$ cat src/rtl/uart_tx_buf.sv
// Buffered UART transmitter: byte FIFO feeding a start/8N/[parity]/stop serialiser.
// Bytes written back-to-back leave the line as back-to-back frames with no idle gap.
module uart_tx_buf #(
   parameter int CLK_HZ     = 24000000,
   parameter int BAUD       = 9600,
   parameter int DEPTH      = 16,
   parameter int PARITY_EN  = 1,
   parameter int PARITY_ODD = 0
) (
   input  logic                       clk24m,
   input  logic                       rst,
   input  logic                       wr_en,
   input  logic [7:0]                 wr_dat,
   output logic                       full,
   output logic                       empty,
   output logic [$clog2(DEPTH+1)-1:0] count,
   output logic                       ovf,
   output logic                       tx_bsy,
   output logic                       txd
);

   localparam int DIV = CLK_HZ / BAUD;
   localparam int BW  = (DIV > 1) ? $clog2(DIV) : 1;
   localparam int PW  = $clog2(DEPTH);
   localparam int CW  = $clog2(DEPTH + 1);
   localparam logic [BW-1:0] BAUD_LAST = BW'(DIV - 1);
   localparam logic [CW-1:0] CNT_FULL  = CW'(DEPTH);

   typedef enum logic [2:0] {S_IDLE, S_START, S_DATA, S_PARITY, S_STOP} state_t;

   state_t          state_q, state_d;
   logic [BW-1:0]   baud_q, baud_d;
   logic [2:0]      bit_idx_q, bit_idx_d;
   logic [7:0]      byte_q, byte_d;
   logic            txd_q, txd_d;
   logic            bsy_q, bsy_d;
   logic [PW-1:0]   wr_ptr_q, wr_ptr_d;
   logic [PW-1:0]   rd_ptr_q, rd_ptr_d;
   logic [CW-1:0]   count_q, count_d;
   logic            full_q, full_d;
   logic            empty_q, empty_d;
   logic            ovf_q, ovf_d;
   logic [7:0]      mem [DEPTH];
   logic            baud_end;
   logic            pop;
   logic            wr_acc;
   logic            par_bit;

   assign par_bit = (^byte_q) ^ (PARITY_ODD != 0);

   always_comb begin
      state_d   = state_q;
      baud_d    = baud_q;
      bit_idx_d = bit_idx_q;
      byte_d    = byte_q;
      txd_d     = txd_q;
      bsy_d     = bsy_q;
      pop       = 1'b0;
      baud_end  = (baud_q == BAUD_LAST);
      if (state_q != S_IDLE) begin
         baud_d = baud_end ? '0 : baud_q + BW'(1);
      end
      case (state_q)
         S_IDLE: begin
            txd_d = 1'b1;
            bsy_d = 1'b0;
            if (!empty_q) begin
               pop     = 1'b1;
               byte_d  = mem[rd_ptr_q];
               txd_d   = 1'b0;
               bsy_d   = 1'b1;
               baud_d  = '0;
               state_d = S_START;
            end
         end
         S_START: begin
            if (baud_end) begin
               bit_idx_d = 3'd0;
               txd_d     = byte_q[0];
               state_d   = S_DATA;
            end
         end
         S_DATA: begin
            if (baud_end) begin
               if (bit_idx_q == 3'd7) begin
                  if (PARITY_EN != 0) begin
                     txd_d   = par_bit;
                     state_d = S_PARITY;
                  end else begin
                     txd_d   = 1'b1;
                     state_d = S_STOP;
                  end
               end else begin
                  bit_idx_d = bit_idx_q + 3'd1;
                  txd_d     = byte_q[bit_idx_q + 3'd1];
               end
            end
         end
         S_PARITY: begin
            if (baud_end) begin
               txd_d   = 1'b1;
               state_d = S_STOP;
            end
         end
         S_STOP: begin
            if (baud_end) begin
               // Chain straight into the next start bit when more data is queued.
               if (!empty_q) begin
                  pop     = 1'b1;
                  byte_d  = mem[rd_ptr_q];
                  txd_d   = 1'b0;
                  state_d = S_START;
               end else begin
                  bsy_d   = 1'b0;
                  state_d = S_IDLE;
               end
            end
         end
         default: begin
            txd_d   = 1'b1;
            bsy_d   = 1'b0;
            state_d = S_IDLE;
         end
      endcase

      // Write strobe: wr_dat is taken on an edge with wr_en=1 and full=0; a write
      // while full is dropped and flagged on ovf, even if a pop happens that edge.
      wr_acc   = wr_en & ~full_q;
      ovf_d    = wr_en & full_q;
      wr_ptr_d = wr_acc ? wr_ptr_q + PW'(1) : wr_ptr_q;
      rd_ptr_d = pop ? rd_ptr_q + PW'(1) : rd_ptr_q;
      case ({wr_acc, pop})
         2'b10:   count_d = count_q + CW'(1);
         2'b01:   count_d = count_q - CW'(1);
         default: count_d = count_q;
      endcase
      full_d  = (count_d == CNT_FULL);
      empty_d = (count_d == '0);
   end

   always_ff @(posedge clk24m or posedge rst) begin
      if (rst) begin
         state_q   <= S_IDLE;
         baud_q    <= '0;
         bit_idx_q <= 3'd0;
         byte_q    <= 8'h00;
         txd_q     <= 1'b1;
         bsy_q     <= 1'b0;
         wr_ptr_q  <= '0;
         rd_ptr_q  <= '0;
         count_q   <= '0;
         full_q    <= 1'b0;
         empty_q   <= 1'b1;
         ovf_q     <= 1'b0;
      end else begin
         state_q   <= state_d;
         baud_q    <= baud_d;
         bit_idx_q <= bit_idx_d;
         byte_q    <= byte_d;
         txd_q     <= txd_d;
         bsy_q     <= bsy_d;
         wr_ptr_q  <= wr_ptr_d;
         rd_ptr_q  <= rd_ptr_d;
         count_q   <= count_d;
         full_q    <= full_d;
         empty_q   <= empty_d;
         ovf_q     <= ovf_d;
      end
   end

   // Storage needs no reset: the pointers define which entries are valid.
   always_ff @(posedge clk24m) begin
      if (wr_acc) begin
         mem[wr_ptr_q] <= wr_dat;
      end
   end

   assign full   = full_q;
   assign empty  = empty_q;
   assign count  = count_q;
   assign ovf    = ovf_q;
   assign tx_bsy = bsy_q;
   assign txd    = txd_q;

endmodule

$ cat config.mk
export PLATFORM = sky130hd
export DESIGN_NAME = uart_tx_buf
export DESIGN_NICKNAME = d
export VERILOG_FILES = /design/src/rtl/uart_tx_buf.sv
export SDC_FILE = /design/constraint.sdc
export NUM_CORES = 1
export LEC_CHECK = 0
export BUFFER_PORTS_ARGS = -buffer_cell sky130_fd_sc_hd__clkbuf_2
export CAP_MARGIN = 20
export CORE_MARGIN = 5
export CORE_UTILIZATION = 50
export DETAILED_ROUTE_END_ITERATION = 16
export PLACE_DENSITY_LB_ADDON = 0.15
export RECOVER_POWER = 25
export SLEW_MARGIN = 15
export SYNTH_ARGS = -nofsm -noshare
export SYNTH_HDL_FRONTEND = slang
export SYNTH_SLANG_ARGS = --single-unit
$ cat constraint.sdc
create_clock -name clk24m -period 3.1 [get_ports clk24m]
set_input_delay 0.93 -clock clk24m [delete_from_list [all_inputs] [get_ports clk24m]]
set_output_delay 0.93 -clock clk24m [all_outputs]
set_load 0.005 [all_outputs]
==> results of run 1 <==
layout make-up:
cell class / count / area share
multi-input cells: 280 / 0.2721
flip-flops and latches: 172 / 0.5904
clock buffers: 20 / 0.05210
repair buffers: 52 / 0.03986
inverters: 10 / 0.004478
well taps: 184 / 0.02747
clock inverters: 12 / 0.01358
cells in the mapped netlist (all sizes together), types with 2 or more instances:
| cell type | number | area [sq um] |
|---|---|---|
| o31ai | 4 | 43.79 |
| nand2b | 9 | 56.30 |
| nor2b | 3 | 18.77 |
| mux2i | 17 | 170.2 |
| a31oi | 2 | 18.77 |
| nor3 | 8 | 40.04 |
| xnor2 | 18 | 157.7 |
| o211ai | 2 | 15.01 |
| o21ai | 40 | 200.2 |
| or2 | 2 | 12.52 |
| mux2 | 3 | 33.78 |
| dfrtp | 42 | 1051 |
| nor4b | 2 | 30.03 |
| nand2 | 43 | 161.4 |
| ha | 10 | 125.1 |
| inv | 10 | 37.53 |
| mux4 | 28 | 630.6 |
| dfstp | 2 | 52.55 |
| buf | 13 | 77.58 |
| a21oi | 6 | 30.03 |
| nor2 | 26 | 97.59 |
| or3 | 4 | 30.03 |
| o221ai | 14 | 122.6 |
| xor2 | 2 | 17.52 |
| edfxtp | 128 | 3844 |
| nand4 | 3 | 18.77 |
| and3 | 9 | 56.30 |
| or4 | 2 | 15.01 |
| clkbuf | 14 | 52.55 |
| nand3 | 11 | 55.05 |
layer usage:
| metal | track usage | up-vias | wire [um] |
|---|---|---|---|
| met5 | 0 | - | 0 |
| li1 | - | 1957 | - |
| met3 | 0.04969 | 16 | 460 |
| met4 | 0.04914 | 0 | 179 |
| met2 | 0.2884 | 74 | 7275 |
| met1 | 0.2263 | 2103 | 6195 |
cells by family (layout without fill, tap and decap cells):
| logic type | count (synthesis) | in the layout | share of synthesized area |
|---|---|---|---|
| compound gates | 75 | 75 | 0.06592 |
| flops | 172 | 172 | 0.6718 |
| fa+ha+maj | 10 | 10 | 0.01699 |
| xor+xnor | 20 | 20 | 0.02379 |
| buf+inv | 37 | 94 | 0.02277 |
| simple gates | 127 | 127 | 0.08546 |
| mux | 48 | 48 | 0.1133 |
final timing paths:
| kind | startpoint | to | depth (start not counted) |
|---|---|---|---|
| worst max-delay path | baud_q[1] | full | 12 |
| worst min-delay path | baud_q[7] | baud_q[7] | 1 |
| worst max register to register | baud_q[1] | full | 12 |
| worst min register to register | baud_q[7] | baud_q[7] | 1 |
| max in group asynchronous | rst | txd | 3 |
| min in group asynchronous | rst | wr_ptr_q[1] | 2 |
what timing repair did:
item,in CTS,in global routing
setup endpoints to repair,1,2
endpoints found under the hold margin,0,0
pin swaps,0,0
setup buffers,0,1
resized for setup,1,5
registers in the layout (all words and copies together) (netlist names):
name	count
baud_q	12
bit_idx_q	3
byte_q	8
count	5
empty	1
full	1
mem	128
ovf	1
rd_ptr_q	4
state_q	3
tx_bsy	1
txd	1
wr_ptr_q	4
report_power, final:
part | internal, W | switching, W | total (W)
Sequential | 0.00286 | 0.000422 | 0.00328
Clock | 0.00111 | 0.000872 | 0.00198
Combinational | 0.000998 | 0.000986 | 0.00198
per-stage QoR:
step                      hold slack (ns)  instances
after floorplan                    0.4508        489
after global placement             0.4733        696
after detailed placement           0.4809        696
after CTS                          0.4938        728
after global routing               0.5493        730
final                              0.4982        730
==> metrics.txt, run 1 <==
asr flop ratio synth 0.2558; # IOs 21; warnings from Yosys 0; Synth Register Bits 172; CTS Sinks 172; 1st-pass router iterations 5; Final Power 0.007246 W; VDD IR-drop max 565.4 uV; crit end category flip-flop; routed vias/inst 5.685; CTS tree done; # H-tree levels 4; number of fill cells 1,128; worst-margin pin slew 0.9695 ns; Skew-Pair Late Insertion Delay 0.42 ns; ys flop type edfxtp_1; Synth cell types 51; vias in the first global route 4,272; Reg2Reg Setup Slack 0.12 ns; Slowest-stage cell, CP or4_1; CP max stage delay 0.50 ns; synthesized netlist cell count 489; DRC errors left 0; status complete, no violations; final setup vio count 0; total gr overflow 0; Total Neg Setup Slack 0 ns; Max Cap Viol 0; core footprint 14,480 sq um; Final Slew Violations 0; Slew headroom 0.3529; Root Buffer clkbuf_16; Max FO, Critical Path 4; CTS Buf Count 17; Layout area overhead 13.81%; Die X 131.4 um; Crit path max-delay family simple AND/OR/NAND/NOR gates; Cell Rows 44; pwr dens 864.5 nW/um^2; Longest Clk Path Bufs 2; cell mode on critical path ha_2; largest net degree at the start of global routing 26; Cell Area, Synth 7365 sq um; clock slew at reported path FFs 0.06 ns; CP Class flip-flop to flip-flop; number of routed nets with antenna violations 0; syn_nets 510; Reg area 4949 sq um; sequential area share after synthesis 0.6718; Worst Path Required 3.41 ns; drt first-iter violations 285; design area 8382 sq um; # diodes 0; Final Hold Fails 0; Max Clock Freq 0.3351 GHz; routed wire length 14.11 mm; area of the multi-input gates 2281 sq um; layout cells sized above 1 0.2198; die height 131.4 um; clock skew 0.008541 ns; setup slack at placement -0.006673 ns; commonest non-fill, non-tap cell in the layout edfxtp_1; Util after Layout 0.5789; vias 4,150; fin worst setup slack 0.1161 ns; most frequent cells in the layout 128 x edfxtp_1, 43 x nand2_1, 41 x dfrtp_1, 39 x o21ai_0, 32 x buf_4; part of the cycle the worst path needs 0.9625; RePlAce Congestion 0.8144; initial antenna violation count 0; CP Buf/Inv Count 1; Starting Density 0.5086; nets 554; dpl hpwl 9.756 mm; # hold bufs at CTS 0; buffers added on ports 20; global-route wire length before repair 23.34 mm; CP Cell Sequence ha_2 -> nor4b_4 -> buf_4 -> a31o_2 -> nand2_1 -> xnor2_1 -> ha_2 -> a21oi_1 -> a21boi_1 -> or4_1 -> nand4_1 -> and3b_1; Critical Path Start Type flip-flop; Tmin final 2.984 ns; worst hold path class flip-flop to flip-flop; Post-DP Area 7791 sq um; DIE AREA 17,260 sq um; CP arrival 3.29 ns; Total GRT Usage 0.1740; synthesized area per cell 15.06 sq um; P_leak 3.015 nW; Wirelength per Cell 19.33 um; Post-synth EDFFs 128
Note: power is estimated with default switching activity, not from simulation.
==> run 2: changes to the inputs <==
--- a/config.mk
+++ b/config.mk
@@ -8,7 +8,7 @@
 export BUFFER_PORTS_ARGS = -buffer_cell sky130_fd_sc_hd__clkbuf_2
 export CAP_MARGIN = 20
 export CORE_MARGIN = 5
-export CORE_UTILIZATION = 50
+export CORE_UTILIZATION = 56
 export DETAILED_ROUTE_END_ITERATION = 16
 export PLACE_DENSITY_LB_ADDON = 0.15
 export RECOVER_POWER = 25
==> run 2 against run 1 <==
Sequential power barely moved. Register-to-register slack improved by 0.11 ns. Setup slack improved by 0.11 ns. Via count rose by 1.3%. Clock power rose by 5%. Final cell count fell by 1.8%. Fmax rose by 3.8%. First-iteration DRC count rose by 13%.
==> metrics.txt, run 2 (synthesized netlist as in run 1, its figures left out) <==
P_leak 3.048 nW (+1.1%); hold depth 1 (unchanged); # diodes 0 (unchanged); vias in the first global route 4,210 (-1.5%); Final Hold Fails 0 (unchanged); Hold Path End baud_q[7]; area of the multi-input gates 2298 sq um (+0.77%); Max FO, Critical Path 7 (+3); R2R cell count 11 (-1); worst-margin pin slew 1.031 ns (+0.06106 ns); Biggest register mem; Final Slew Violations 0 (unchanged); pwr dens 875.5 nW/um^2 (+1.3%); initial antenna violation count 0 (unchanged); design area 8411 sq um (+0.34%); CP arrival 3.20 ns (-0.09 ns); Wirelength per Cell 19.86 um (+2.7%); # IOs 21 (unchanged); unrepaired setup endpoints after global routing false; Tmin final 2.876 ns (-0.1082 ns); layout cells sized above 1 0.2275 (+0.007743); Starting Density 0.5766 (+0.06791); Max Cap Viol 0 (unchanged); Total Neg Setup Slack 0 ns (unchanged); CP Class flip-flop to flip-flop; # hold bufs at CTS 0 (unchanged); Post-DP Area 7769 sq um (-0.29%); Skew-Pair Late Insertion Delay 0.43 ns (about the same); drt first-iter violations 321 (+13%); # H-tree levels 4 (unchanged); Total GRT Usage 0.1925 (+0.01851); largest net degree at the start of global routing 27 (+3.8%); part of the cycle the worst path needs 0.9276 (-0.03492); Longest Clk Path Bufs 2 (unchanged); worst hold path class flip-flop to flip-flop; die height 124.7 um (-5.1%); routed wire length 14.24 mm (+0.89%); buffers added on ports 20 (unchanged); Reg area 4949 sq um (unchanged); Worst Path Required 3.43 ns (+0.02 ns); VDD IR-drop max 587.6 uV (+3.9%); CTS Sinks 172 (unchanged); max reg flops 128 (unchanged); Die X 124.7 um (-5.1%); routed vias/inst 5.862 (+3.1%); DRC errors left 0 (unchanged); reg2reg end full; Critical Path Start Type flip-flop; Worst R2R Start baud_q[1]; Max Clock Freq 0.3478 GHz (+3.8%); crit end category flip-flop; final setup vio count 0 (unchanged); Slew headroom 0.3122 (-0.04075); Cell Rows 41 (-6.8%); Layout area overhead 14.20%; core footprint 12,770 sq um (-12%); most frequent cells in the layout 128 x edfxtp_1, 43 x nand2_1, 41 x dfrtp_1, 39 x o21ai_0, 31 x buf_4; number of fill cells 911 (-19%); Reg2Reg Setup Slack 0.22 ns (+0.11 ns); vias 4,203 (+1.3%); Largest regs mem (128), baud_q (12), byte_q (8); dpl hpwl 9.614 mm (-1.4%); 1st-pass router iterations 5 (unchanged); nets 553 (-0.18%); clock slew at reported path FFs 0.07 ns (about the same); global-route wire length before repair 22.57 mm (-3.3%); CTS Buf Count 17 (unchanged); RePlAce Congestion 0.8541 (+4.9%); total gr overflow 0 (unchanged); CTS tree done; number of routed nets with antenna violations 0 (unchanged); status complete, no violations; commonest non-fill, non-tap cell in the layout edfxtp_1; DIE AREA 15,540 sq um (-9.9%); Final Power 0.007363 W (+1.6%); HP Start baud_q[7]; Root Buffer clkbuf_16; clock skew 0.006906 ns (-0.001634 ns)
==> run 2: worst max-delay path by stage <==
stage,start,end,slack (ns),depth (start not counted)
after floorplan,baud_q[0],full,0.001,13
after detailed placement,baud_q[1],full,0.02,11
after global placement,wr_en,full,0.09,11
after CTS,baud_q[2],full,0.06,10
final,baud_q[1],full,0.22,11
after global routing,baud_q[1],full,0.05,11
==> run 2: stage by stage <==
stage / util / instances / setup slack [ns] / hold slack (ns)
after floorplan: - / 489 / 0.001097 / 0.4508
after global placement: 0.6082 / 683 / 0.09297 / 0.4763
after detailed placement: 0.6082 / 683 / 0.01703 / 0.4912
after CTS: 0.6546 / 715 / 0.06139 / 0.4986
after global routing: 0.6584 / 717 / 0.04507 / 0.5123
final: 0.6584 / 717 / 0.2244 / 0.5002
==> run 2: final cells by class <==
type | count | share of cell area
Clock buffer | 17 | 0.05058
Clock inverter | 15 | 0.01889
Inverter | 10 | 0.004463
Tap cell | 172 | 0.02559
Sequential cell | 172 | 0.5884
Timing Repair Buffer | 51 | 0.03883
Multi-Input combinational cell | 280 | 0.2733
==> run 2: worst max-delay path, cell delays in order (launching register included) <==
cell      delay (ns)
dfrtp_1         0.38
ha_2            0.22
nor4b_4         0.28
a31oi_2         0.15
or3_1           0.37
inv_2           0.09
ha_4            0.17
nand4b_1        0.16
o31ai_4         0.09
or4_1           0.51
nand4_1         0.14
and3b_1         0.18
==> run 2: what timing repair did <==
item                                    in CTS  in global routing
setup buffers                                0                  2
gates resized for setup                      1                  6
endpoints found under the setup margin       1                  2
==> run 2: report_power, final <==
part           leakage, nW  internal (W)  switching, W
sequential            1.71       0.00286      0.000403
clock                0.282       0.00114      0.000937
combinational         1.06       0.00102       0.00102
total                 3.05       0.00501       0.00236
==> run 2: metal layers <==
metal | global-route usage | vias up | routed length [um]
met4 | 0.05609 | 0 | 182
met2 | 0.3060 | 93 | 7096
met1 | 0.2627 | 2140 | 6130
met5 | 0 | - | 0
met3 | 0.05317 | 17 | 828
li1 | - | 1953 | -
==> run 3: changes to the inputs <==
--- a/config.mk
+++ b/config.mk
@@ -7,9 +7,12 @@
 export LEC_CHECK = 0
 export BUFFER_PORTS_ARGS = -buffer_cell sky130_fd_sc_hd__clkbuf_2
 export CAP_MARGIN = 20
+export CELL_PAD_IN_SITES_DETAIL_PLACEMENT = 1
+export CELL_PAD_IN_SITES_GLOBAL_PLACEMENT = 2
 export CORE_MARGIN = 5
-export CORE_UTILIZATION = 56
+export CORE_UTILIZATION = 41
 export DETAILED_ROUTE_END_ITERATION = 16
+export HOLD_SLACK_MARGIN = 0.06
 export PLACE_DENSITY_LB_ADDON = 0.15
 export RECOVER_POWER = 25
 export SLEW_MARGIN = 15
==> run 3 against run 2 <==
Design area increased by 1.3%. Non-clock buffer count increased by 6. Die area increased by 33%. Largest cell class unchanged.
==> metrics.txt, run 3 (synthesized netlist as in run 1, its figures left out) <==
Die X 144.0 um (+16%); clock skew 0.009596 ns (+0.002690 ns); Biggest register mem; RePlAce Congestion 0.7803 (-8.6%); Wirelength per Cell 21.55 um (+8.5%); Final Slew Violations 0 (unchanged); Longest Clk Path Bufs 2 (unchanged); Root Buffer clkbuf_16; status complete, no violations; largest net degree at the start of global routing 29 (+7.4%); max reg flops 128 (unchanged); # IOs 21 (unchanged); Max Cap Viol 0 (unchanged); internal power 0.005036 W (+0.59%); clock slew at reported path FFs 0.07 ns (about the same); global-route wire length before repair 26.86 mm (+19%); total gr overflow 0 (unchanged); Starting Density 0.4128 (-0.1638); Worst Path Required 3.42 ns (about the same); nets 559 (+1.1%); Largest regs mem (128), baud_q (12), byte_q (8); CTS Buf Count 17 (unchanged); worst-margin pin slew 1.149 ns (+0.1186 ns); # H-tree levels 4 (unchanged); die height 144.0 um (+16%); Total GRT Usage 0.1742 (-0.01824); Tmin final 2.899 ns (+0.02300 ns); P_leak 3.074 nW (+0.86%); worst hold path class flip-flop to flip-flop; routed vias/inst 5.481 (-6.5%); CTS tree done; layout cells sized above 1 0.2305 (+0.002967); vias in the first global route 4,670 (+11%); Total Neg Setup Slack 0 ns (unchanged); Final Hold Fails 0 (unchanged); Critical Path Start Type flip-flop; crit end category flip-flop; Max Clock Freq 0.3450 GHz (-0.79%); dpl hpwl 11.58 mm (+20%); Skew-Pair Late Insertion Delay 0.42 ns (about the same); initial antenna violation count 0 (unchanged); Gate power share 0.282 (+0.006); VDD IR-drop max 412.0 uV (-30%); routed wire length 16.81 mm (+18%); 1st-pass router iterations 5 (unchanged); buffers added on ports 20 (unchanged); pwr dens 880.8 nW/um^2 (+0.61%); final setup vio count 0 (unchanged); sequential power share 0.434 (-0.009); Slew headroom 0.2331 (-0.07914); DRC errors left 0 (unchanged); fin worst setup slack 0.2014 ns (-0.02300 ns); most frequent cells in the layout 128 x edfxtp_1, 43 x nand2_1, 41 x dfrtp_1, 39 x o21ai_0, 36 x buf_4; setup slack at placement 0.08534 ns (+0.06831 ns); Psw 0.002467 W (+4.7%); vias 4,275 (+1.7%); CP Class flip-flop to flip-flop; Util after Layout 0.4775 (-0.1810); sw frac 0.3288 (+0.008725); commonest non-fill, non-tap cell in the layout edfxtp_1; CTS Sinks 172 (unchanged); unrepaired setup endpoints after global routing false; DIE AREA 20,740 sq um (+33%); CP arrival 3.22 ns (+0.02 ns); number of fill cells 1,761 (+93%); part of the cycle the worst path needs 0.9350 (+0.007421); Cell Rows 49 (+20%); Max FO, Critical Path 6 (-1); drt first-iter violations 269 (-16%); # diodes 0 (unchanged); core footprint 17,840 sq um (+40%); number of routed nets with antenna violations 0 (unchanged); Layout area overhead 15.66%; Clk pwr share 0.284 (+0.002)
## run 3: cell type report
class | instances | area, sq um | share of cell area
clock buffer | 17 | 425.4 | 0.04994
clock inverter | 15 | 172.7 | 0.02027
inverter | 10 | 37.54 | 0.004407
multi-input combinational | 280 | 2266 | 0.2660
sequential | 172 | 4949 | 0.5809
tap | 229 | 286.5 | 0.03364
timing repair buffer | 57 | 381.6 | 0.04480
## run 3: critical path: stages, from the launching register on
cell and delay [ns]:
dfrtp_1 0.45, nor4b_2 0.39, a31oi_2 0.16, or3_1 0.36, inv_2 0.11, ha_2 0.21
nand4b_1 0.16, o31ai_4 0.09, or4_1 0.51, nand4_1 0.15, and3b_1 0.19
## run 3: stage by stage
step | std cells | cell area [sq um] | hold slack [ns] | total power [W]
floorplan | 489 | 7365 | 0.4508 | 0.004665
detailed placement | 747 | 7905 | 0.4891 | 0.005446
global route | 780 | 8518 | 0.5478 | 0.007928
finish | 780 | 8518 | 0.5048 | 0.007503
global placement | 747 | 7905 | 0.4800 | 0.005370
CTS | 779 | 8503 | 0.5006 | 0.007593
## run 3: layer usage
layer | vias to the layer above | global-route usage | share of wire | wire length, um
met5 | - | 0 | 0 | 0
met4 | 0 | 0.04311 | 0.0087 | 147
met3 | 9 | 0.03638 | 0.025 | 420
met2 | 44 | 0.2859 | 0.51 | 8522
met1 | 2254 | 0.2399 | 0.46 | 7717
li1 | 1968 | - | - | -
## run 3: power groups by stage
| stage | registers, W | clock network (W) | logic (W) |
|---|---|---|---|
| floorplan | 0.00308 | 0 | 0.00159 |
| global placement | 0.00328 | 0 | 0.00209 |
| detailed placement | 0.00331 | 0 | 0.00214 |
| CTS | 0.00326 | 0.00218 | 0.00215 |
| global route | 0.00332 | 0.00228 | 0.00233 |
| finish | 0.00326 | 0.00213 | 0.00212 |
## run 3: path summary, 6_finish.rpt
path / from / endpoint / slack, ns / cells past startpoint
hold / removal: baud_q[7] / baud_q[7] / 0.50 / 1
max in group asynchronous: rst / byte_q[3] / 1.54 / 3
hold reg to reg: baud_q[7] / baud_q[7] / 0.50 / 1
setup / recovery: baud_q[2] / full / 0.20 / 10
min in group asynchronous: rst / tx_bsy / 0.78 / 2
setup reg to reg: baud_q[2] / full / 0.20 / 10
## run 3: timing repair
| action | 4_1_cts | 5_1_grt |
|---|---|---|
| gates resized for setup | 0 | 4 |
| setup buffers | 0 | 0 |
| endpoints found under the setup margin | 0 | 2 |
| hold buffers | 0 | 0 |
